<file path="config.mk">
export PLATFORM = sky130hd
export DESIGN_NAME = moonbase_sram_arb
export DESIGN_NICKNAME = d
export VERILOG_FILES = /design/src/rtl/moonbase_sram_pkg.sv /design/src/rtl/moonbase_arb2.sv /design/src/rtl/moonbase_sram_arb.sv
export SDC_FILE = /design/constraint.sdc
export NUM_CORES = 1
export LEC_CHECK = 0
export CAP_MARGIN = 20
export CORE_ASPECT_RATIO = 1.2
export CORE_UTILIZATION = 30
export CTS_CLUSTER_DIAMETER = 200
export DETAILED_ROUTE_END_ITERATION = 6
export GPL_TIMING_DRIVEN = 0
export PLACE_DENSITY = 0.65
export SLEW_MARGIN = 20
export SYNTH_ARGS = -nofsm -noshare
export SYNTH_HDL_FRONTEND = slang
export SYNTH_SLANG_ARGS = --single-unit
</file>
<file path="constraint.sdc">
create_clock -name clk -period 1.3 [get_ports clk]
set_clock_uncertainty 0.1 [all_clocks]
set_input_delay 0.13 -clock clk [delete_from_list [all_inputs] [get_ports clk]]
set_output_delay 0.13 -clock clk [all_outputs]
set_load 0.01 [all_outputs]
</file>
<file path="src/rtl/moonbase_sram_pkg.sv">
// Shared types and constants for the moonbase nibble-SRAM arbiter.
package moonbase_sram_pkg;

    localparam int unsigned ADDR_W_DEF = 7;
    localparam int unsigned DATA_W_DEF = 4;

    // No address strobe, write-enable and data strobe both deasserted (active-low).
    localparam logic [7:0] BUS_IDLE = 8'h30;

    typedef enum logic [1:0] {
        StIdle,
        StAddr,
        StData,
        StAck
    } state_e;

endpackage

</file>
<file path="src/rtl/moonbase_arb2.sv">
// Two-way grant decision. MOONBASE_SRAM_ARB_RR_EN selects round-robin; otherwise port 0 has
// fixed priority and no last-grant pointer is built.
module moonbase_arb2 (
    input  logic clk,
    input  logic rst,
    input  logic req0,
    input  logic req1,
    input  logic grant_en,
    output logic gnt1
);

`ifdef MOONBASE_SRAM_ARB_RR_EN
    logic last_q;

    // On contention the port that did not win last time goes first.
    assign gnt1 = req1 && (!req0 || !last_q);

    always_ff @(posedge clk) begin
        if (!rst) begin
            last_q <= 1'b1;
        end else if (grant_en) begin
            last_q <= gnt1;
        end
    end
`else
    logic unused_ok;

    assign gnt1      = req1 && !req0;
    assign unused_ok = ^{clk, rst, grant_en};
`endif

endmodule

</file>
<file path="src/rtl/moonbase_sram_arb.sv">
// Arbitrates two request ports onto a multiplexed 8-bit nibble-SRAM bus (addr, data, ack).
// Arbitration policy comes from moonbase_arb2 under MOONBASE_SRAM_ARB_RR_EN.
module moonbase_sram_arb
    import moonbase_sram_pkg::*;
#(
    parameter int unsigned ADDR_W = ADDR_W_DEF,
    parameter int unsigned DATA_W = DATA_W_DEF
) (
    input  logic              clk,
    input  logic              rst,
    input  logic              req0,
    input  logic              req1,
    input  logic              we0,
    input  logic              we1,
    input  logic [ADDR_W-1:0] addr0,
    input  logic [ADDR_W-1:0] addr1,
    input  logic [DATA_W-1:0] wdata0,
    input  logic [DATA_W-1:0] wdata1,
    output logic              ack0,
    output logic              ack1,
    output logic [DATA_W-1:0] rdata0,
    output logic [DATA_W-1:0] rdata1,
    input  logic [DATA_W-1:0] sram_in,
    output logic [7:0]        bus_out
);

    state_e            state_q, state_d;
    logic              we_q, we_d;
    logic              gnt_q, gnt_d;
    logic [ADDR_W-1:0] addr_q, addr_d;
    logic [DATA_W-1:0] wdata_q, wdata_d;
    logic [DATA_W-1:0] rdata0_q, rdata0_d, rdata1_q, rdata1_d;
    logic [7:0]        bus_q, bus_d;
    logic              ack0_q, ack0_d, ack1_q, ack1_d;
    logic              win1, grant_en;

    assign grant_en = (state_q == StIdle) && (req0 || req1);

    moonbase_arb2 u_arb (
        .clk      (clk),
        .rst      (rst),
        .req0     (req0),
        .req1     (req1),
        .grant_en (grant_en),
        .gnt1     (win1)
    );

    // Outputs are computed for the state being entered so they are registered yet on time.
    always_comb begin
        state_d  = state_q;
        we_d     = we_q;
        gnt_d    = gnt_q;
        addr_d   = addr_q;
        wdata_d  = wdata_q;
        rdata0_d = rdata0_q;
        rdata1_d = rdata1_q;
        bus_d    = BUS_IDLE;
        ack0_d   = 1'b0;
        ack1_d   = 1'b0;
        unique case (state_q)
            StIdle: begin
                if (req0 || req1) begin
                    state_d = StAddr;
                    gnt_d   = win1;
                    we_d    = win1 ? we1 : we0;
                    addr_d  = win1 ? addr1 : addr0;
                    wdata_d = win1 ? wdata1 : wdata0;
                    bus_d   = {1'b1, 7'(addr_d)};
                end
            end
            StAddr: begin
                state_d = StData;
                bus_d   = {2'b00, ~we_q, 1'b0, we_q ? 4'(wdata_q) : 4'h0};
            end
            StData: begin
                state_d = StAck;
                ack0_d  = !gnt_q;
                ack1_d  = gnt_q;
                if (!we_q) begin
                    if (gnt_q) begin
                        rdata1_d = sram_in;
                    end else begin
                        rdata0_d = sram_in;
                    end
                end
            end
            StAck: begin
                state_d = StIdle;
            end
            default: begin
                state_d = StIdle;
            end
        endcase
    end

    always_ff @(posedge clk) begin
        if (!rst) begin
            state_q  <= StIdle;
            we_q     <= 1'b0;
            gnt_q    <= 1'b0;
            addr_q   <= '0;
            wdata_q  <= '0;
            rdata0_q <= '0;
            rdata1_q <= '0;
            bus_q    <= BUS_IDLE;
            ack0_q   <= 1'b0;
            ack1_q   <= 1'b0;
        end else begin
            state_q  <= state_d;
            we_q     <= we_d;
            gnt_q    <= gnt_d;
            addr_q   <= addr_d;
            wdata_q  <= wdata_d;
            rdata0_q <= rdata0_d;
            rdata1_q <= rdata1_d;
            bus_q    <= bus_d;
            ack0_q   <= ack0_d;
            ack1_q   <= ack1_d;
        end
    end

    assign bus_out = bus_q;
    assign ack0    = ack0_q;
    assign ack1    = ack1_q;
    assign rdata0  = rdata0_q;
    assign rdata1  = rdata1_q;

endmodule

</file>
==> results by group, run 1 <==
Run status
  – Outcome: finished with violations
  – Failing checks: setup timing

Floorplan
  – I/O pin count: 50
  – Die W: around 56 um
  – Core ar.: around 3300 um2
  – Die Y: between 60 and 70 um
  – Row Count: 23
  – Total die area: ~3700 um2
  – Initial core utilization: a little under a third

Timing
  – Unrepaired setup endpoints after global routing: yes
  – Slew headroom: between 70 and 80%
  – Slew @ Worst Pin: roughly 0.31 ns
  – Max-slew violation count: 0
  – Worst setup margin: -0.0679 ns
  – Final Hold Fails: 0
  – Fmax: 0.731 GHz
  – Fin crit period: about 1.4 ns
  – Final count of negative-setup-slack endpoints: 9
  – Final Cycle Share: 105%
  – WHS: roughly 0.18 ns
  – Setup TNS: -0.394 ns

Global route
  – Pin count of the biggest net entering global routing: 15
  – Number of global-route vias before repair: 1043
  – GR Overflow Total: 0
  – Initial antenna violation count: 0
  – First-pass GRT wire length: approximately 4.6 mm
  – Total track usage: around 16%

Clock tree
  – Worst skew pair latency: 0.27 ns
  – Max H-tree Level: 1
  – CTS max path bufs: 2
  – Sink Count: 26
  – Root Buffer Master: clkbuf_8
  – CTS tree: yes
  – Hold bufs inserted after CTS: 0
  – Cts bufs inserted: 3
  – Clock transition at path regs: ~0.080 ns

Synth
  – Synth cell count leaders: dfxtp_1 (26), nand2_1 (11), nor2_1 (11)
  – Most numerous cell in the Yosys netlist: dfxtp_1
  – Syn_nets: roughly 140
  – Mean post-synth cell area: slightly below 10 um2
  – Post-synth top area share: around 50%
  – Area contributors post-synth: dfxtp_1 (50%), mux2i_1 (8.7%), nand2_1 (4.0%), nor2_1 (4.0%), a21oi_1 (3.8%)
  – Syn Inst Count: 108
  – Asr flop ratio synth: 0%
  – Synth area leader: dfxtp_1
  – Mapped Area: ~1000 um2
  – Syn. warnings: 0
  – Seq/Total Area, Yosys: approximately half
  – Most used DFF post-synth: dfxtp_1
  – EDFF count, synth: 0
  – Seq cells post-synth: 26
  – Netlist cell types: 27

Cells and area
  – Non-filler cells, final: between 200 and 250
  – Fill count: 317
  – Area Growth Syn to Fin: 64.8%
  – NumNets Final: 200
  – Util after Layout: between 50% and 60%
  – Layout cells sized above 1: between 10% and 20%
  – Antenna diodes: 0

Setup path
  – Crit start category: flop
  – Crit path DAT: between 1 and 1.5 ns
  – Worst setup path class: flop to flop
  – Critical path capture point type: flop
  – Critical path required time: ~1.4 ns
  – Crit Path Max Fanout: 4

Detailed routing
  – WL per Instance: 14.2 um
  – Vias: approximately 1000
  – # DRC: 0
  – Drt pass-1 iters: 4
  – Vias per cell: a little over 5
  – Routed wire length: 2.86 mm
  – Post-DRT Antenna Nets: 0
  – Detailed Route Iter0 Violations: 9

Power and ir drop
  – Peak VDD IR: ~0.00089 V
  – Leak Pwr: between 0.7 and 0.8 nW
  – Power Total: between 2 and 3 mW
  – Power Dens Cells: between 1500 and 2000 nW/um2

Job
  – Max-cap violations: 0

Worst hold path
  – Hold Path Class: primary input to flop

Place
  – Port buffer count: just under 50
  – Cell count after placement: roughly 190
  – Placed wire-length estimate: between 2 and 2.5 mm
  – Final GP Congestion: 0.763
==> layout by cell type (no fill, tap or decap) <==
cell type / count
clkinv_1: 1
inv_2: 1
a21oi_1: 8
a211oi_2: 1
nor2_1: 11
nand2_1: 11
and3_4: 2
buf_6: 1
buf_4: 5
o2111ai_1: 1
nor3b_4: 1
buf_2: 1
clkdlybuf4s50_1: 29
a21bo_2: 1
ha_4: 1
o211ai_1: 1
dfxtp_1: 24
o221ai_1: 2
dlygate4sd2_1: 19
and4b_2: 1
ha_2: 2
nand3b_4: 1
o21a_4: 1
and3_2: 1
inv_1: 2
o21ai_0: 6
clkbuf_8: 4
dlymetal6s2s_1: 1
dfxtp_2: 2
nand2b_1: 2
a22oi_2: 4
a31oi_1: 1
mux2i_1: 9
o22ai_1: 4
nand3_1: 2
==> timing repair <==
item | CTS | global route
pin swaps | 1 | 4
endpoints found under the setup margin | 36 | 21
endpoints found under the hold margin | 0 | 0
gates resized for setup | 30 | 7
setup buffers | 1 | 3
==> final timing paths <==
kind                                start                      end  slack, ns  cells after the start
setup / recovery  state_q[0]$_SDFFE_PN0P_   rdata1[2]$_SDFFE_PN0P_      -0.07                      7
hold / removal                       req1    bus_out[6]$_SDFF_PN0_       0.18                      3
setup reg to reg  state_q[0]$_SDFFE_PN0P_   rdata1[2]$_SDFFE_PN0P_      -0.07                      7
hold reg to reg   state_q[1]$_SDFFE_PN0P_  state_q[1]$_SDFFE_PN0P_       0.40                      2
==> per-layer routing <==
metal / routed length, um / vias up / track usage [%]
met1: 1160 / 462 / 16.3
met5: 0 / - / 0
met3: 235 / 5 / 5.24
li1: - / 497 / -
met4: 46 / 0 / 7.50
met2: 1420 / 47 / 30.4
==> layout make-up <==
class	instances	area (um2)	area share [%]
buffer	3	20.0	1.17
tap	37	46.3	2.70
inverter	4	15.0	0.875
sequential	26	523	30.5
clock buffer	4	55.1	3.21
timing repair buffer	53	503	29.3
multi-input combinational	74	553	32.2
==> worst max-delay path, stage by stage, from the launching register on <==
cell	delay, ns
dfxtp_2	0.34
inv_2	0.06
ha_4	0.15
buf_4	0.13
buf_6	0.12
nand3b_4	0.10
mux2i_1	0.19
nor2_1	0.06
==> where the power goes <==
| part | internal [mW] | switching, mW |
|---|---|---|
| Sequential | 0.988 | 0.120 |
| Combinational | 0.568 | 0.507 |
| Clock | 0.271 | 0.247 |
==> sequential cells by signal, indices dropped and copies added (netlist names) <==
name     flops
we_q         1
rdata1       4
ack1         1
state_q      2
gnt_q        1
bus_out      8
wdata_q      4
ack0         1
rdata0       4
==> cells by family after synthesis <==
kind of cell	share of synthesized area, %
AND/OR/NAND/NOR	15.9
adder cells (fa/ha/maj)	3.61
buffers and inverters	3.61
flip-flops	50.0
AO/OA/AOI/OAI	18.3
multiplexers	8.65
==> stage by stage <==
stage | instance area (um2) | setup slack [ns]
final | 1720 | -0.0679
after global routing | 1720 | -0.150
after CTS | 1670 | -0.0656
after detailed placement | 1580 | -0.287
after global placement | 1580 | -0.268
after floorplan | 1040 | -0.0156
(Power assumes the default switching activity.)
==> inputs of run 2 (changes only) <==
- PLACE_DENSITY: 0.65 -> 0.63
- clock period: 1.3 -> 1.65 ns (I/O delays scaled with it)
==> run 2 against run 1 <==
The run now ends clean. Critical path depth decreased by 2. Combinational power shrank 30%. Register-to-register slack better by 0.25 ns. Sequential power down 23%. Maximum frequency fell by 6.7%. Largest cell class is now registers.
==> results by group, run 2 (synthesis results as in run 1) <==
Detailed routing
  – Post-DRT Antenna Nets: 0 (unchanged)
  – Routed wire length: 2.68 mm (-6.5%)
  – WL per Instance: 13.6 um (-4.6%)
  – Vias per cell: 4.86 (-3.4%)
  – # DRC: 0 (unchanged)
  – Drt pass-1 iters: 4 (unchanged)
  – Detailed Route Iter0 Violations: 25 (+16)
  – Vias: 957 (-5.3%)

Timing
  – Final Cycle Share: 88.9% (-16 points)
  – Slew @ Worst Pin: 0.312 ns (+0.00453 ns)
  – Setup TNS: 0 ns (+0.394 ns)
  – Slew headroom: 79.2% (-0.30 points)
  – Unrepaired setup endpoints after global routing: no
  – Max-slew violation count: 0 (unchanged)
  – Fmax: 0.682 GHz (-6.7%)
  – Fin crit period: 1.47 ns (+0.0988 ns)
  – Final Hold Fails: 0 (unchanged)
  – Worst setup margin: 0.183 ns (+0.251 ns)
  – Final count of negative-setup-slack endpoints: 0 (-9)

Setup path
  – Crit Path Max Fanout: 5 (+1)
  – Reg-to-Reg Start: state_q[0]$_SDFFE_PN0P_
  – Crit start category: flop
  – Critical path required time: 1.72 ns (+0.35 ns)
  – Crit path DAT: 1.53 ns (+0.10 ns)
  – RR Endpoint: rdata0[1]$_SDFFE_PN0P_
  – Critical path capture point type: flop
  – Worst setup path class: flop to flop
  – Register-to-register setup slack: 0.18 ns (+0.25 ns)
  – FF-to-FF path depth: 5 (-2)

Global route
  – Pin count of the biggest net entering global routing: 14 (-1)
  – First-pass GRT wire length: 4.55 mm (-1.8%)
  – Number of global-route vias before repair: 1010 (-3.2%)
  – Total track usage: 15.9% (-0.31 points)
  – Initial antenna violation count: 0 (unchanged)
  – GR Overflow Total: 0 (unchanged)

Floorplan
  – Die Y: 66.5 um (unchanged)
  – Core ar.: 3340 um2 (unchanged)
  – Initial core utilization: 31.2% (unchanged)
  – Die W: 55.8 um (unchanged)
  – Total die area: 3710 um2 (unchanged)
  – I/O pin count: 50 (unchanged)
  – Row Count: 23 (unchanged)

Clock tree
  – CTS max path bufs: 2 (unchanged)
  – CTS tree: yes
  – Worst skew pair latency: 0.27 ns (about the same)
  – Clock transition at path regs: 0.09 ns (about the same)
  – Max H-tree Level: 1 (unchanged)
  – Hold bufs inserted after CTS: 0 (unchanged)
  – Root Buffer Master: clkbuf_8
  – Sink Count: 26 (unchanged)
  – Cts bufs inserted: 3 (unchanged)

Worst hold path
  – Hold Path Class: primary input to flop
  – Worst Hold End: bus_out[0]$_SDFF_PN0_
  – Hold path start: addr1[0]
  – Worst hold path depth: 3 (unchanged)

Place
  – Post-DP Area: 1580 um2 (-0.16%)
  – Port buffer count: 49 (unchanged)
  – Pre-CTS setup slack: 0.0486 ns (+0.335 ns)
  – Final GP Congestion: 0.749 (-1.8%)
  – Placed wire-length estimate: 2.02 mm (-2.8%)

Cells and area
  – Area Growth Syn to Fin: 55.8%
  – Max FFs per register: 8 (unchanged)
  – Most frequent cells in the layout: clkdlybuf4s50_1 (49), dfxtp_1 (26), nor2_1 (11), nand2_1 (11), mux2i_1 (9)
  – Final Cell Area: 1620 um2 (-5.5%)
  – NumNets Final: 197 (-1.5%)
  – Util after Layout: 48.6% (-2.8 points)
  – Antenna diodes: 0 (unchanged)
  – Most common cell after layout, fill and taps aside: clkdlybuf4s50_1
  – Layout cells sized above 1: 7.50% (-11 points)

Power and ir drop
  – Power Dens Cells: 1210 nW/um2 (-23%)
  – Leak Pwr: 0.660 nW (-16%)
  – Peak VDD IR: 0.000585 V (-34%)

Job
  – Max-cap violations: 0 (unchanged)

Run status
  – Outcome: complete, no violations
run 2: cell types whose count changed in the layout (fill, tap and decap cells not counted), moves of 2 or more:
cell	previous run	this run
dfxtp_1	24	26
dfxtp_2	2	0
dlygate4sd2_1	19	0
clkdlybuf4s50_1	29	49
buf_4	5	1
ha_1	0	2
and3_1	0	2
a22oi_2	4	0
a22oi_1	0	4
and3_4	2	0
buf_2	1	3
run 2: cell type report:
class,instances,area (um2)
plain buffers,4,22.5
clock buffers,3,41.3
fillers,327,1720
inverters,4,15.0
multi-input cells,74,485
flip-flops and latches,26,520
well taps,37,46.3
repair buffers,49,490
run 2: per-stage QoR:
stage	cells	total power [mW]	hold slack [ns]
after CTS	197	1.99	0.323
after global placement	194	1.59	0.373
after detailed placement	194	1.62	0.375
after global routing	197	2.11	0.336
final	197	1.97	0.326
after floorplan	108	1.29	0.161
run 2: layer usage:
metal | GRT usage [%] | part of all wire (%)
met5 | 0 | 0
met4 | 8.44 | 2.2
met3 | 4.66 | 7.7
met2 | 27.9 | 48
met1 | 17.5 | 42
run 2: where the power goes:
part           internal, mW  switching, mW  total [mW]
Clock                 0.164          0.198       0.362
Sequential            0.773         0.0813       0.855
Combinational         0.398          0.353       0.751
run 2: what timing repair did:
action,in CTS,in global routing
setup endpoints to repair,0,1
gates resized for setup,0,1
buffers inserted,0,0
run 2: how the worst max path moves through the flow:
| stage | start | to | slack [ns] | depth (start not counted) |
|---|---|---|---|---|
| detailed placement | req0 | bus_out[5]$_SDFF_PN1_ | 0.05 | 5 |
| finish | state_q[0]$_SDFFE_PN0P_ | rdata0[1]$_SDFFE_PN0P_ | 0.18 | 5 |
| global placement | req0 | bus_out[5]$_SDFF_PN1_ | 0.06 | 5 |
| floorplan | state_q[0]$_SDFFE_PN0P_ | rdata0[0]$_SDFFE_PN0P_ | 0.29 | 5 |
| global route | state_q[0]$_SDFFE_PN0P_ | rdata0[1]$_SDFFE_PN0P_ | 0.04 | 5 |
| CTS | state_q[0]$_SDFFE_PN0P_ | rdata0[3]$_SDFFE_PN0P_ | 0.12 | 5 |
run 2: critical path, cell delays in order (launching register included):
cell,delay (ns)
dfxtp_1,0.32
inv_1,0.09
ha_2,0.23
nor3b_4,0.33
mux2i_1,0.23
nor2_1,0.05
